$ cat src/rtl/arbitro_mem.sv
// Arbiter that lets the fetch and data paths of the multicycle core share one
// variable-latency single-port memory, with a watchdog that ends hung accesses.
module arbitro_mem #(
  parameter int ANCHO_DIR    = 32,
  parameter int TIMEOUT      = 15,
  parameter int MAX_SEGUIDOS = 4
) (
  input  logic                 clk,
  input  logic                 reset,
  input  logic                 if_req,
  input  logic [ANCHO_DIR-1:0] if_dir,
  output logic                 if_ack,
  output logic [31:0]          if_dato,
  input  logic                 dat_req,
  input  logic                 dat_esc,
  input  logic [ANCHO_DIR-1:0] dat_dir,
  input  logic [31:0]          dat_wdata,
  input  logic [3:0]           dat_mascara,
  output logic                 dat_ack,
  output logic [31:0]          dat_rdata,
  output logic                 mem_sel,
  output logic                 mem_esc,
  output logic [ANCHO_DIR-1:0] mem_dir,
  output logic [31:0]          mem_wdata,
  output logic [3:0]           mem_mascara,
  input  logic [31:0]          mem_rdata,
  input  logic                 mem_listo,
  output logic                 error
);

  localparam int SW = $clog2(MAX_SEGUIDOS + 1);

  typedef enum logic [1:0] {LIBRE, ACCESO, FIN} estado_t;

  estado_t       estado;
  logic [7:0]    cnt_to;
  logic [SW-1:0] seguidos;
  logic          es_dato;   // granted requester: 1 = data path, 0 = fetch

  // Data wins ties until it has been granted MAX_SEGUIDOS times in a row
  // over a waiting fetch.
  logic fetch_forzado, grant_dato, grant_fetch;
  assign fetch_forzado = if_req && (seguidos == SW'(MAX_SEGUIDOS));
  assign grant_dato    = dat_req && !fetch_forzado;
  assign grant_fetch   = if_req && !grant_dato;

  always_ff @(posedge clk or negedge reset) begin
    if (!reset) begin
      estado      <= LIBRE;
      cnt_to      <= '0;
      seguidos    <= '0;
      es_dato     <= 1'b0;
      if_ack      <= 1'b0;
      if_dato     <= '0;
      dat_ack     <= 1'b0;
      dat_rdata   <= '0;
      mem_sel     <= 1'b0;
      mem_esc     <= 1'b0;
      mem_dir     <= '0;
      mem_wdata   <= '0;
      mem_mascara <= '0;
      error       <= 1'b0;
    end else begin
      case (estado)
        LIBRE: begin
          if (grant_dato) begin
            es_dato     <= 1'b1;
            mem_esc     <= dat_esc;
            mem_dir     <= dat_dir;
            mem_wdata   <= dat_wdata;
            mem_mascara <= dat_mascara;
            mem_sel     <= 1'b1;
            estado      <= ACCESO;
            if (if_req) seguidos <= seguidos + SW'(1);
          end else if (grant_fetch) begin
            es_dato     <= 1'b0;
            mem_esc     <= 1'b0;
            mem_dir     <= if_dir;
            mem_wdata   <= '0;
            mem_mascara <= '0;
            mem_sel     <= 1'b1;
            estado      <= ACCESO;
            seguidos    <= '0;
          end
        end
        ACCESO: begin
          cnt_to <= cnt_to + 8'd1;
          // mem_listo wins over the watchdog when both land on the same cycle
          if (mem_listo) begin
            mem_sel <= 1'b0;
            estado  <= FIN;
            if (es_dato) begin
              dat_ack <= 1'b1;
              if (!mem_esc) dat_rdata <= mem_rdata;
            end else begin
              if_ack  <= 1'b1;
              if_dato <= mem_rdata;
            end
          end else if (cnt_to == 8'(TIMEOUT - 1)) begin
            mem_sel <= 1'b0;
            estado  <= FIN;
            error   <= 1'b1;
            if (es_dato) begin
              dat_ack <= 1'b1;
              if (!mem_esc) dat_rdata <= '0;
            end else begin
              if_ack  <= 1'b1;
              if_dato <= '0;
            end
          end
        end
        FIN: begin
          if_ack  <= 1'b0;
          dat_ack <= 1'b0;
          error   <= 1'b0;
          cnt_to  <= '0;
          estado  <= LIBRE;
        end
        default: estado <= LIBRE;
      endcase
    end
  end

endmodule

$ cat config.mk
export PLATFORM = sky130hd
export DESIGN_NAME = arbitro_mem
export DESIGN_NICKNAME = d
export VERILOG_FILES = /design/src/rtl/arbitro_mem.sv
export SDC_FILE = /design/constraint.sdc
export NUM_CORES = 1
export LEC_CHECK = 0
export BUFFER_PORTS_ARGS = -buffer_cell sky130_fd_sc_hd__buf_2
export CORE_MARGIN = 3
export CORE_UTILIZATION = 48
export CTS_BUF_LIST = sky130_fd_sc_hd__clkbuf_8
export CTS_CLUSTER_DIAMETER = 200
export DETAILED_ROUTE_END_ITERATION = 16
export GPL_ROUTABILITY_DRIVEN = 1
export PLACE_DENSITY = 0.82
export SYNTH_ARGS = -nofsm -noshare
export SYNTH_HDL_FRONTEND = slang
export SYNTH_SLANG_ARGS = --single-unit
$ cat constraint.sdc
create_clock -name clk -period 2.05 [get_ports clk]
set_clock_uncertainty 0.1 [all_clocks]
set_input_delay 0.205 -clock clk [delete_from_list [all_inputs] [get_ports clk]]
set_output_delay 0.205 -clock clk [all_outputs]
set_load 0.01 [all_outputs]
==> flow_results.org <==
** STA
- At the pin with the least slew margin, the transition time is around 0.52 ns.
- Slew headroom :: between 60 and 70%
- Number of failing setup endpoints in the final timing report :: 0
- Fin crit share :: between 90% and 100%
- Setup total negative slack on the finished layout was measured at 0 ns.
- The final count of pins violating max slew came to 0.
- Endpoints failing hold :: 0
- Setup repair after global routing could not meet its margin everywhere.
- Post-layout minimum cycle time :: 1.99 ns
- Maximum clock frequency :: around 500 MHz

** Worst setup path
- Launching element of the worst setup path :: cnt_to[5]
- Type of element capturing the critical path :: register
- The worst setup path is of the register to register kind.
- Nature of the critical path startpoint :: register
- Largest stage delay on the critical path :: about 0.58 ns
- Along the worst path, the maximum fanout reaches 32.
- Worst reg2reg startpoint :: cnt_to[5]
- The slowest stage of the critical path belongs to the cell or4_4.
- Signal arrival time at the worst endpoint :: 2.21 ns
- Required time of the critical path :: 2.27 ns
- Traced cell by cell, the critical path runs through or4_4, o21bai_4, nand2_4, a22o_1.

** Synthesis
- Cell area after technology mapping :: 0.00603 sq mm
- FF+latch count, synth :: around 150
- Counting flops with a built-in enable in the synthesized netlist gives 0.
- After synthesis, the share of flip-flops with an asynchronous set or reset is 100%.
- Cell count after synthesis :: between 400 and 500
- Post-Synthesis Net Count :: roughly 620
- dfrtp_1 takes more of the synthesized area than any other cell.
- Top area cells in the synthesized netlist :: dfrtp_1 (63%), a22o_1 (14%), mux2i_1 (5.6%), o21ai_0 (3.0%), nand2_1 (2.6%)
- Predominant post-synthesis flop cell :: dfrtp_1
- The Yosys step of the flow raised 0 warnings.
- After synthesis, the netlist uses 37 different library cells.
- Of the post-synthesis cell area, the dominant cell type holds 62.7%.
- Summing the sequential cell areas from Yosys gives ~63% of the chip area.
- Averaged over all synthesized cells, the footprint is about 13 sq um.

** Power
- Summed over all cells, the static leakage comes to between 0.004 and 0.005 uW.
- Net switching power of the design :: 5110 uW
- Internal portion of total power :: 8360 uW
- Portion of total power attributed to combinational logic :: between 40% and 50%
- Switching power share of the total :: between 30% and 40%
- Per report_power, the clock group accounts for a little under a fifth of the total.
- For this design the ratio of total power to cell area is roughly 1400 mW/mm^2.
- VDD sags by at most just under 900 uV.
- Sequential power share :: between 30% and 40%

** Cells and area
- Counting the fill cells in the layout gives 674.
- Excluding fillers, the count of instances in the completed layout stands at between 1000 and 1500.
- Relative to the synthesized area, the layout overhead comes to 56.0%.
- Ant. Diodes :: 0
- NumNets Final :: around 1000
- Share of cells above drive strength 1 :: ~37%
- After routing the design area is around 0.0094 sq mm.

** Clock network
- Counting along the longest clock path gives a buffer depth of 2.
- Clock tree from TritonCTS :: yes
- Clock sink count :: 151
- Clk slew on worst S/H paths :: 0.08 ns
- # resized after CTS :: 0
- CTS built an H-tree with a depth of 4.
- At the later pin of the worst-skew pair, clock insertion delay measures 0.44 ns.
- The number of clock buffers added by TritonCTS is 17.
- Root buffer cell :: clkbuf_8

** Floorplan
- The floorplan has 40 rows.
- Area enclosed by the die boundary :: about 0.014 sq mm
- For this configuration, the core starts out at a cell density of between 40 and 50%.
- The floorplan step set the die width to roughly 120 um.
- In this run the count of I/O pins placed on the die edge is between 200 and 300.
- The floorplan step defined a core boundary enclosing ~0.012 sq mm.
- In this run the vertical extent of the chip is approximately 120 um.

** Global route
- Initial antenna violation count :: 0
- Summed over all layers, the global routing overflow is 0.
- The first global-routing pass estimated about 34000 um of wire.
- Pin count of the biggest net entering global routing :: 73
- The number of global-route vias before repair was 6246.
- Overall track demand over capacity in global routing :: between 30% and 40%

** Placement
- Routability-driven placement finished with a final weighted congestion of just over 0.8.
- The HPWL after detailed placement is 12100 um.
- Summing all placed instances gives a cell area of 0.00763 sq mm.
- Count of buffers from port buffering :: about 270
- Placed insts :: just under 900

** Min path
- The tightest min-delay check is of the input port to register type.
- Hold path start :: dat_req

** Detailed routing
- Total number of vias :: 5933
- The final layout contains routed wiring with a total length of between 20000 and 25000 um.
- In the final routed layout, each cell accounts on average for about 21 um.
- Antenna Violating Nets Remaining :: 0
- Total DRC errors in the routed layout :: 0
- For this run, the detailed router's first-pass iteration total came to 4.
- Using the TritonRoute via totals, the vias-per-cell ratio works out to roughly 5.6.
- The first routing iteration left 462 violations.

** Status
- Outcome :: complete, no violations

** Flow run
- Max-cap violations in this run came to 0.
## critical path: cells and delay by family (launching register included)
| kind | cells | cell delay (ns) |
|---|---|---|
| compound gates | 2 | 0.53 |
| simple gates | 2 | 0.83 |
| flops | 1 | 0.41 |
## timing repair
action,in CTS,in global routing
hold buffers,135,0
setup buffers,0,0
endpoints found under the setup margin,0,1
endpoints found under the hold margin,266,0
## kinds of logic after synthesis
kind of cell	synth area share, %
fa+ha+maj	1.45
buf+inv	3.80
simple gates	5.25
mux	5.83
xor+xnor	0.436
flops	62.7
compound gates	20.6
## cell usage in the layout (no fill, tap or decap), types with 3 or more instances in the layout
cell type / n
o21ai_0: 35
mux2i_1: 34
clkinv_2: 4
inv_1: 13
dlygate4sd3_1: 135
buf_12: 7
clkbuf_8: 17
ha_1: 7
buf_4: 7
a21o_1: 3
a21oi_1: 8
nand2_1: 40
nor2_1: 8
nor3_1: 3
dfrtp_1: 151
bufinv_16: 5
o22ai_1: 3
a22o_1: 99
nand3_1: 6
buf_2: 273
## metrics by stage
| step | hold slack (ns) | worst slack (ns) | util (%) | total power [uW] |
|---|---|---|---|---|
| final | 0.129 | 0.0581 | 77.4 | 13500 |
| after global routing | 0.165 | -0.00200 | 77.4 | 14200 |
| after CTS | 0.101 | 0.0682 | 77.4 | 13200 |
| after detailed placement | 0.0753 | 0.0881 | 62.8 | 10500 |
| after global placement | 0.0709 | 0.124 | 62.8 | 10200 |
| after floorplan | -0.191 | 0.232 | - | 8160 |
## registers in the layout, summed over array words and instances (netlist names), 2 cells and up
signal / cells
dat_rdata: 32
if_dato: 32
mem_dir: 32
mem_wdata: 32
cnt_to: 8
mem_mascara: 4
seguidos: 3
estado: 2
## Yosys cell counts (6+ instances only)
| cell | n |
|---|---|
| dfrtp_1 | 151 |
| a22o_1 | 99 |
| nand2_1 | 41 |
| o21ai_0 | 36 |
| mux2i_1 | 34 |
| clkbuf_1 | 19 |
| inv_1 | 10 |
| a21oi_1 | 8 |
| nor2_1 | 8 |
| ha_1 | 7 |
| buf_2 | 6 |
| buf_6 | 6 |
| nand3_1 | 6 |
## layer usage
| metal | part of all wire, % | vias to the layer above | global-route usage, % |
|---|---|---|---|
| met1 | 37 | 2869 | 36.3 |
| met3 | 8.8 | 94 | 9.18 |
| li1 | - | 2536 | - |
| met4 | 6.1 | 0 | 20.8 |
| met2 | 48 | 434 | 50.5 |
| met5 | 0 | - | 0 |
## worst paths after layout
kind                                  to  slack [ns]  cells after the start
min in group asynchronous   dat_rdata[5]        0.19                      2
max in group asynchronous  dat_rdata[20]        1.01                      3
hold reg to reg              mem_dir[25]        0.38                      2
setup / recovery           dat_rdata[25]        0.06                      4
hold / removal                 estado[1]        0.13                      4
setup reg to reg           dat_rdata[25]        0.06                      4
## final cells by class
| cell class | count | area [sq um] | share of cell area (%) |
|---|---|---|---|
| Tap cell | 168 | 210 | 2.23 |
| Inverter | 10 | 37.5 | 0.399 |
| Timing Repair Buffer | 423 | 2920 | 31.1 |
| Clock buffer | 17 | 234 | 2.49 |
| Multi-Input combinational cell | 275 | 2040 | 21.6 |
| Clock inverter | 13 | 190 | 2.02 |
| Sequential cell | 151 | 3780 | 40.2 |
## power groups by stage
stage                     Combinational, uW  Sequential (uW)  Clock (uW)
after CTS                              5440             5230        2520
after global placement                 5030             5200           0
after detailed placement               5250             5240           0
final                                  5630             5350        2490
after global routing                   6070             5480        2650
after floorplan                        2390             5770           0
No activity file was read; power rests on OpenSTA's default activity.
